### src/rtl/node_act_feeder_pkg.sv
// Shared constants and fill-side state type for the layer-4 activation feeder.
package node_act_feeder_pkg;
   localparam int NODE_FANIN = 15;
   localparam int ACT_W      = 8;
   localparam int NODE_LAT   = 3;

   typedef enum logic {FILL = 1'b0, FULL = 1'b1} fill_state_e;
endpackage

### src/rtl/node_act_if.sv
// Activation stream in, parallel node-input frame out.
interface node_act_if
   import node_act_feeder_pkg::*;
#(
   parameter int N_IN = NODE_FANIN,
   parameter int DW   = ACT_W
);
   logic [DW-1:0]      s_data;
   logic               s_valid;
   logic               s_last;
   logic               s_ready;
   logic [N_IN*DW-1:0] a_bus;
   logic               a_valid;
   logic               frame_err;
   logic               busy;

   modport slave  (input  s_data, s_valid, s_last,
                   output s_ready, a_bus, a_valid, frame_err, busy);
   modport master (output s_data, s_valid, s_last,
                   input  s_ready, a_bus, a_valid, frame_err, busy);
endinterface

### src/rtl/node_act_hold_ctr.sv
// Loadable saturating down-counter; zero marks the end of the output hold window.
module node_act_hold_ctr
   import node_act_feeder_pkg::*;
#(
   parameter int HOLD = NODE_LAT
) (
   input  logic clk,
   input  logic reset,
   input  logic load,
   output logic zero
);
   localparam int W = (HOLD < 2) ? 1 : $clog2(HOLD);

   logic [W-1:0] cnt;

   // The strobe cycle itself is the first held cycle, so HOLD-1 remain after it.
   always_ff @(posedge clk or posedge reset) begin
      if (reset)             cnt <= '0;
      else if (load)         cnt <= W'(HOLD - 1);
      else if (cnt != '0)    cnt <= cnt - W'(1);
   end

   assign zero = (cnt == '0);
endmodule

### src/rtl/node_act_feeder.sv
// Streaming-to-parallel activation feeder: fills a shadow frame, then transfers it
// to a held output bus with a one-cycle strobe while the next frame loads.
module node_act_feeder
   import node_act_feeder_pkg::*;
#(
   parameter int N_IN = NODE_FANIN,
   parameter int DW   = ACT_W,
   parameter int HOLD = NODE_LAT
) (
   input logic       clk,
   input logic       reset,
   node_act_if.slave bus
);
   localparam int IW = $clog2(N_IN);
   localparam logic [0:0] ST_FILL = FILL;
   localparam logic [0:0] ST_FULL = FULL;

   logic [0:0]                 state;
   logic [IW-1:0]              idx;
   logic [N_IN-1:0][DW-1:0]    shadow;
   logic [N_IN-1:0][DW-1:0]    a_reg;
   logic                       a_valid_q;
   logic                       frame_err_q;
   logic                       accept, at_end, xfer, hold_zero;

   assign bus.s_ready = (state == ST_FILL);
   assign accept      = bus.s_valid && bus.s_ready;
   assign at_end      = (idx == IW'(N_IN - 1));
   assign xfer        = (state == ST_FULL) && hold_zero;

   node_act_hold_ctr #(.HOLD(HOLD)) u_hold (
      .clk  (clk),
      .reset(reset),
      .load (xfer),
      .zero (hold_zero)
   );

   always_ff @(posedge clk or posedge reset) begin
      if (reset) begin
         state       <= ST_FILL;
         idx         <= '0;
         shadow      <= '0;
         a_reg       <= '0;
         a_valid_q   <= 1'b0;
         frame_err_q <= 1'b0;
      end else begin
         a_valid_q   <= xfer;
         frame_err_q <= 1'b0;
         if (xfer) begin
            a_reg <= shadow;
            state <= ST_FILL;
            idx   <= '0;
         end else if (accept) begin
            if (at_end) begin
               // A missing last still completes the frame; only the error is flagged.
               shadow[idx] <= bus.s_data;
               state       <= ST_FULL;
               frame_err_q <= !bus.s_last;
            end else if (bus.s_last) begin
               idx         <= '0;
               frame_err_q <= 1'b1;
            end else begin
               shadow[idx] <= bus.s_data;
               idx         <= idx + IW'(1);
            end
         end
      end
   end

   assign bus.a_bus     = a_reg;
   assign bus.a_valid   = a_valid_q;
   assign bus.frame_err = frame_err_q;
   assign bus.busy      = (state == ST_FULL) || (idx != '0) || !hold_zero;
endmodule
### src/flat_wrapper.sv
// flat-port wrapper written by rule: the top's interface ports become plain ports
module node_act_feeder_flat import node_act_feeder_pkg::*;
#(
   parameter int N_IN = NODE_FANIN,
   parameter int DW   = ACT_W,
   parameter int HOLD = NODE_LAT
)
  (clk, reset, bus_s_data, bus_s_valid, bus_s_last, bus_s_ready, bus_a_bus, bus_a_valid, bus_frame_err, bus_busy);
  node_act_if #(.N_IN(N_IN), .DW(DW)) bus_i ();
  input logic clk;
  input logic reset;
  input wire logic [$bits(bus_i.s_data)-1:0] bus_s_data;
  input wire logic [$bits(bus_i.s_valid)-1:0] bus_s_valid;
  input wire logic [$bits(bus_i.s_last)-1:0] bus_s_last;
  output wire logic [$bits(bus_i.s_ready)-1:0] bus_s_ready;
  output wire logic [$bits(bus_i.a_bus)-1:0] bus_a_bus;
  output wire logic [$bits(bus_i.a_valid)-1:0] bus_a_valid;
  output wire logic [$bits(bus_i.frame_err)-1:0] bus_frame_err;
  output wire logic [$bits(bus_i.busy)-1:0] bus_busy;
  assign bus_i.s_data = bus_s_data;
  assign bus_i.s_valid = bus_s_valid;
  assign bus_i.s_last = bus_s_last;
  assign bus_s_ready = bus_i.s_ready;
  assign bus_a_bus = bus_i.a_bus;
  assign bus_a_valid = bus_i.a_valid;
  assign bus_frame_err = bus_i.frame_err;
  assign bus_busy = bus_i.busy;
  node_act_feeder #(.N_IN(N_IN), .DW(DW), .HOLD(HOLD)) u_core (.clk(clk), .reset(reset), .bus(bus_i));
endmodule
### config.mk
export PLATFORM = sky130hd
export DESIGN_NAME = node_act_feeder_flat
export DESIGN_NICKNAME = d
export VERILOG_FILES = /design/src/rtl/node_act_feeder_pkg.sv /design/src/rtl/node_act_if.sv /design/src/rtl/node_act_hold_ctr.sv /design/src/rtl/node_act_feeder.sv /design/src/flat_wrapper.sv
export SDC_FILE = /design/constraint.sdc
export NUM_CORES = 1
export LEC_CHECK = 0
export CELL_PAD_IN_SITES_DETAIL_PLACEMENT = 0
export CELL_PAD_IN_SITES_GLOBAL_PLACEMENT = 1
export CORE_MARGIN = 2
export CORE_UTILIZATION = 45
export CTS_BUF_LIST = sky130_fd_sc_hd__clkbuf_4 sky130_fd_sc_hd__clkbuf_8
export DETAILED_ROUTE_END_ITERATION = 10
export PLACE_DENSITY_LB_ADDON = 0.12
export SYNTH_ARGS = -nofsm -noshare
export SYNTH_HDL_FRONTEND = slang
export SYNTH_SLANG_ARGS = --single-unit
### constraint.sdc
create_clock -name clk -period 10.3 [get_ports clk]
set_input_delay 2.06 -clock clk [delete_from_list [all_inputs] [get_ports clk]]
set_output_delay 2.06 -clock clk [all_outputs]
set_load 0.01 [all_outputs]
Word level (Yosys, flattened, before mapping) --
Cells that the tools add are included.
Word-level totals: input port bits 12, bits in registers 249, logic and storage cells 78
Cells by class: $lt $le $gt $ge 2, equality and inequality tests 3, mux-type cells 18, add/sub/neg operators 2, bitwise gates (word level) 2, reductions and logical operators 16
Operator list (count):
- $mux W120 | 2
- $bwmux W120 | 1
- $demux W8 S4 | 1
- $mux W4 | 4
- $mux W8 | 1
- $reduce_bool A2 Y1 | 4
- $mux W1 | 7
- $lt A4 B5 Y1 const B | 1
- $add A4 B1 Y4 const B | 1
- $eq A4 B4 Y1 const B | 1
- $ge A4 B1 Y1 const B | 1
- $mux W2 | 2
- $reduce_and A2 Y1 | 2
- $reduce_bool A4 Y1 | 1
- $logic_and A1 B1 Y1 | 3
- $reduce_and A3 Y1 | 1
- $logic_not A1 Y1 | 2
- $logic_not A2 Y1 | 1
- $logic_or A1 B1 Y1 | 2
- $ne A2 B1 Y1 const B | 1
- $ne A2 B2 Y1 const B | 1
- $not A1 Y1 | 2
- $sub A2 B1 Y2 const B | 1

Logic depth before layout (Yosys ltp) --
depth in word-level cells 7, mapped depth 8, gate-level depth less buffers 6

Modules after synthesis --
From an unflattened synthesis, not the netlist that was laid out.
Unflattened totals: cells, all modules 835, area, all modules 9554.2 sq um
By module, submodules not included:
- node_act_feeder | area each 9447.8 sq um, times used 1, cells an instance 824, seq. area each 6180.9 sq um
- node_act_hold_ctr | area each 106.4 sq um, times used 1, cells an instance 11, seq. area each 50.0 sq um

Worst setup path after synthesis --
No wires, ideal clock.
path type input to register, from in bus_s_last, to reg u_core.shadow[64] in the netlist's numbering, library setup time 0.125 ns, stages 4, required time 10.175 ns, buffers on the path 1, slack 7.118 ns, arrival time 3.058 ns, cell sequence nor4b_4 and3_1 buf_4 mux2_2
Between the ends: cells in the longest elaborated chain, start to end 2
Ends and longest elaborated chain:
- start, declared | line flat_wrapper.sv:14 | input wire logic [$bits(bus_i.s_last)-1:0] bus_s_last;
- $ne A2 B1 Y1 (no line)
- $reduce_and A3 Y1 (no line)
- end signal, assigned by index | line node_act_feeder.sv:56 | shadow[idx] <= bus.s_data;
- end signal, assigned by index | line node_act_feeder.sv:63 | shadow[idx] <= bus.s_data;
- end, declared | line node_act_feeder.sv:20 | logic [N_IN-1:0][DW-1:0] shadow;
Every way passes these cells. A chain may end at the register's enable or synchronous reset.

Worst setup path in the final report --
from reg u_core.u_hold.cnt[0], to out bus_busy
Between the ends: cells in the longest elaborated chain, start to end 3
Ends and longest elaborated chain:
- start, declared | line node_act_hold_ctr.sv:14 | logic [W-1:0] cnt;
- start signal, assigned | line node_act_hold_ctr.sv:19 | else if (load) cnt <= W'(HOLD - 1);
- start signal, assigned | line node_act_hold_ctr.sv:20 | else if (cnt != '0) cnt <= cnt - W'(1);
- $logic_not A2 Y1 | line node_act_hold_ctr.sv:23 | assign zero = (cnt == '0);
- $logic_not A1 Y1 | line node_act_feeder.sv:73 | assign bus.busy = (state == ST_FULL) || (idx != '0) || !hold_zero;
- $logic_or A1 B1 Y1 | line node_act_feeder.sv:73
- end, declared | line flat_wrapper.sv:19 | output wire logic [$bits(bus_i.busy)-1:0] bus_busy;
Every way passes these cells.

==> impl_metrics.py <==
metrics = {
    "status": {
        "status": "finished clean",
    },
    "drt": {
        "vias": 6308,
        "drt-total-wl_um": 22280,
        "drc": 0,
        "post_drt_wl_per_cell_um": 17.37,
        "antenna_left": 0,
        "drt_first_pass_iters": 4,
        "viasPerCell": 4.917,
        "drtIter0Drc": 292,
    },
    "global_route": {
        "antenna_found_initial": 0,
        "grt_use_total_pct": 20.12,
        "grt_pass1_wl_um": 35160,
        "grt_max_degree": 125,
        "overflow": 0,
        "grt_pass1_vias": 6516,
    },
    "timing": {
        "max_freq_mhz": 239.0,
        "timing.final.hold_violations": 0,
        "setup_viol": 0,
        "period_share_pct": 40.62,
        "maxSlewViolCount": 0,
        "skew_ps": 15.08,
        "finalCriticalPeriod_ps": 4184,
        "max_slew_margin_pct": 16.56,
        "rsz0062_at_grt": "no",
        "fin_tns_setup_ps": 0,
        "tightest_slew_ps": 1252,
    },
    "power": {
        "cellLeakagePower_nw": 6.199,
        "p_per_area_nw_per_um2": 179.9,
        "ir_drop_v": 0.00008596,
        "power_mw": 2.169,
    },
    "min_path": {
        "hold_path_class": "flip-flop to flip-flop",
        "holdPathStages": 2,
    },
    "cts": {
        "clock_latency_ps": 530,
        "cts_buffer_depth": 3,
        "cts_tree": "built",
        "htreeDepth": 2,
        "cts.reportedPaths.clkPinSlew_ps": 60,
        "postCtsHoldBufs": 0,
        "cts_root_buf": "clkbuf_8",
        "postCtsSetupRepairBufs": 0,
        "cts_made_buffers": 41,
        "clock-sinks": 249,
        "postCtsResizedCells": 0,
    },
    "logic_synthesis": {
        "ys.flop_type": "dfrtp_1",
        "avgSynthCellArea_um2": 11.46,
        "synthArstFlopShare_pct": 100.0,
        "synthDistinctLibCells": 38,
        "yosysWarningCount": 0,
        "synthesis.area_um2": 9642,
        "synth_edf_count": 0,
        "synth_fp_nets": 858,
        "synth_seq_cells": 249,
        "ys_seq_area_share_pct": 64.62,
        "synthCells": 841,
    },
    "placed_design": {
        "dp_hpwl_um": 13730,
        "place_congestion": 0.7734,
        "numPortBuffers": 135,
    },
    "critical_path": {
        "cp_slowest_cell": "clkdlybuf4s50_1",
        "r2r.worst_path.cells": 6,
        "cp_num_cells": 5,
        "critPathKind": "flip-flop to primary output",
        "cp-end-kind": "primary output",
        "max_stage_delay_ps": 500,
        "start_kind": "flip-flop",
        "cp.required_ps": 8240,
        "cp_top_family": "buffers and inverters",
        "arrival_ps": 2120,
        "path_cells": "inv_1 -> ha_1 -> nor2b_1 -> nand3_1 -> clkdlybuf4s50_1",
        "path_buf_inv": 2,
        "worst-path-max-fanout": 4,
    },
    "floorplanning": {
        "start_util_pct": 45.87,
        "dieArea_um2": 22610,
        "rows": 53,
        "die_h_um": 150.4,
        "coreArea_um2": 21020,
        "num_io_pins": 136,
        "die_x_um": 150.4,
    },
    "cells_and_area": {
        "multi_input_comb_area_um2": 3177,
        "syn_to_final_growth_pct": 25.07,
        "n_antenna_cell": 0,
        "nFillCells": 1783,
        "final-seq-area_um2": 6231,
        "post_route_cells_drive_above_1_share_pct": 20.73,
        "layout.nets": 995,
    },
    "flow_run": {
        "cap_violations": 0,
    },
}
-- layout make-up --
| type | count | share of cell area (%) |
|---|---|---|
| clock inverters | 8 | 0.3528 |
| flip-flops and latches | 249 | 51.67 |
| inverters | 8 | 0.3320 |
| well taps | 275 | 2.853 |
| clock buffers | 65 | 7.055 |
| multi-input cells | 540 | 26.34 |
| repair buffers | 138 | 11.39 |
-- cells in the mapped netlist (2+ instances only) --
cell | count | area share (%)
a21oi_1 | 3 | 0.16
and3_1 | 2 | 0.13
buf_1 | 10 | 0.39
buf_2 | 7 | 0.36
buf_4 | 4 | 0.31
buf_6 | 3 | 0.35
clkbuf_1 | 20 | 0.78
dfrtp_1 | 249 | 65
ha_1 | 5 | 0.65
inv_1 | 7 | 0.27
mux2_1 | 2 | 0.23
mux2_2 | 110 | 13
mux2_4 | 8 | 1.2
nand2_1 | 370 | 14
nand2_2 | 5 | 0.32
nand3_1 | 3 | 0.16
nand3_2 | 2 | 0.21
nor2_1 | 3 | 0.12
nor2b_1 | 5 | 0.32
o21ai_0 | 4 | 0.21
or4_1 | 2 | 0.16
-- state kept, by name, indices dropped and copies added, names as in the netlist --
name / cells
u_core.bus.a_bus: 120
u_core.shadow: 120
u_core.idx: 4
u_core.u_hold.cnt: 2
u_core.bus.a_valid: 1
u_core.bus.frame_err: 1
u_core.state: 1
-- per-stage QoR --
| stage | setup slack [ps] | instances | area, µm² | util, % | hold WS (ps) |
|---|---|---|---|---|---|
| 2_1_floorplan | 1397 | 841 | 9642 | - | 433.1 |
| 3_3_place_gp | 6037 | 1210 | 11170 | 53.12 | 442.7 |
| 3_5_place_dp | 5916 | 1210 | 11170 | 53.12 | 450.8 |
| 4_1_cts | 6086 | 1283 | 12060 | 57.37 | 460.9 |
| 5_1_grt | 5978 | 1283 | 12060 | 57.37 | 479.8 |
| 6_report | 6116 | 1283 | 12060 | 57.37 | 456.4 |
-- metal layers --
| layer | global-route usage (%) | wire length (µm) |
|---|---|---|
| met2 | 33.09 | 10950 |
| met5 | 0 | 0 |
| met4 | 5.000 | 296 |
| met3 | 4.000 | 975 |
| met1 | 27.60 | 10060 |
-- report_power, final --
group / switching (mW) / internal (mW) / total, mW
registers: 0.0459 / 1.06 / 1.10
clock network: 0.382 / 0.524 / 0.906
logic: 0.0763 / 0.0822 / 0.158
-- logic make-up after synthesis --
| group | Yosys count | synth area share [%] |
|---|---|---|
| DFF | 249 | 64.63 |
| adders and majority gates | 5 | 0.6488 |
| and+or+nand+nor | 401 | 16.93 |
| xor gates and xnor gates | 1 | 0.09085 |
| AOI/OAI and AO/OA | 13 | 0.8696 |
| buffers and inverters | 52 | 2.505 |
| muxes | 120 | 14.33 |
-- tightest hold or removal path, delay by kind of cell, from the launching register on --
family	cells	cell delay (ps)
flops	1	340
simple gates	2	90
-- layout by cell type, fill, tap and decap left out, drive strengths merged, types with 3 or more instances in the layout --
master | Yosys | routed
clkinv | 0 | 7
nor2b | 5 | 5
inv | 8 | 8
clkbuf | 20 | 65
ha | 5 | 5
buf | 24 | 3
mux2 | 120 | 120
nand2 | 375 | 375
a21oi | 3 | 3
clkdlybuf4s50 | 0 | 135
o21ai | 4 | 4
nand3 | 5 | 5
dfrtp | 249 | 249
nor2 | 4 | 4
-- path summary, 6_finish.rpt --
path	from	endpoint	slack (ps)
max in group asynchronous	reset	u_core.shadow[63]	6660
worst min register to register	u_core.shadow[81]	u_core.bus.a_bus[81]	460
min in group asynchronous	reset	u_core.bus.a_bus[41]	2060
worst max register to register	u_core.u_hold.cnt[0]	u_core.bus.a_bus[90]	7760
worst min-delay path	u_core.shadow[81]	u_core.bus.a_bus[81]	460
worst max-delay path	u_core.u_hold.cnt[0]	bus_busy	6120
Power figures use the tool's default switching activity.
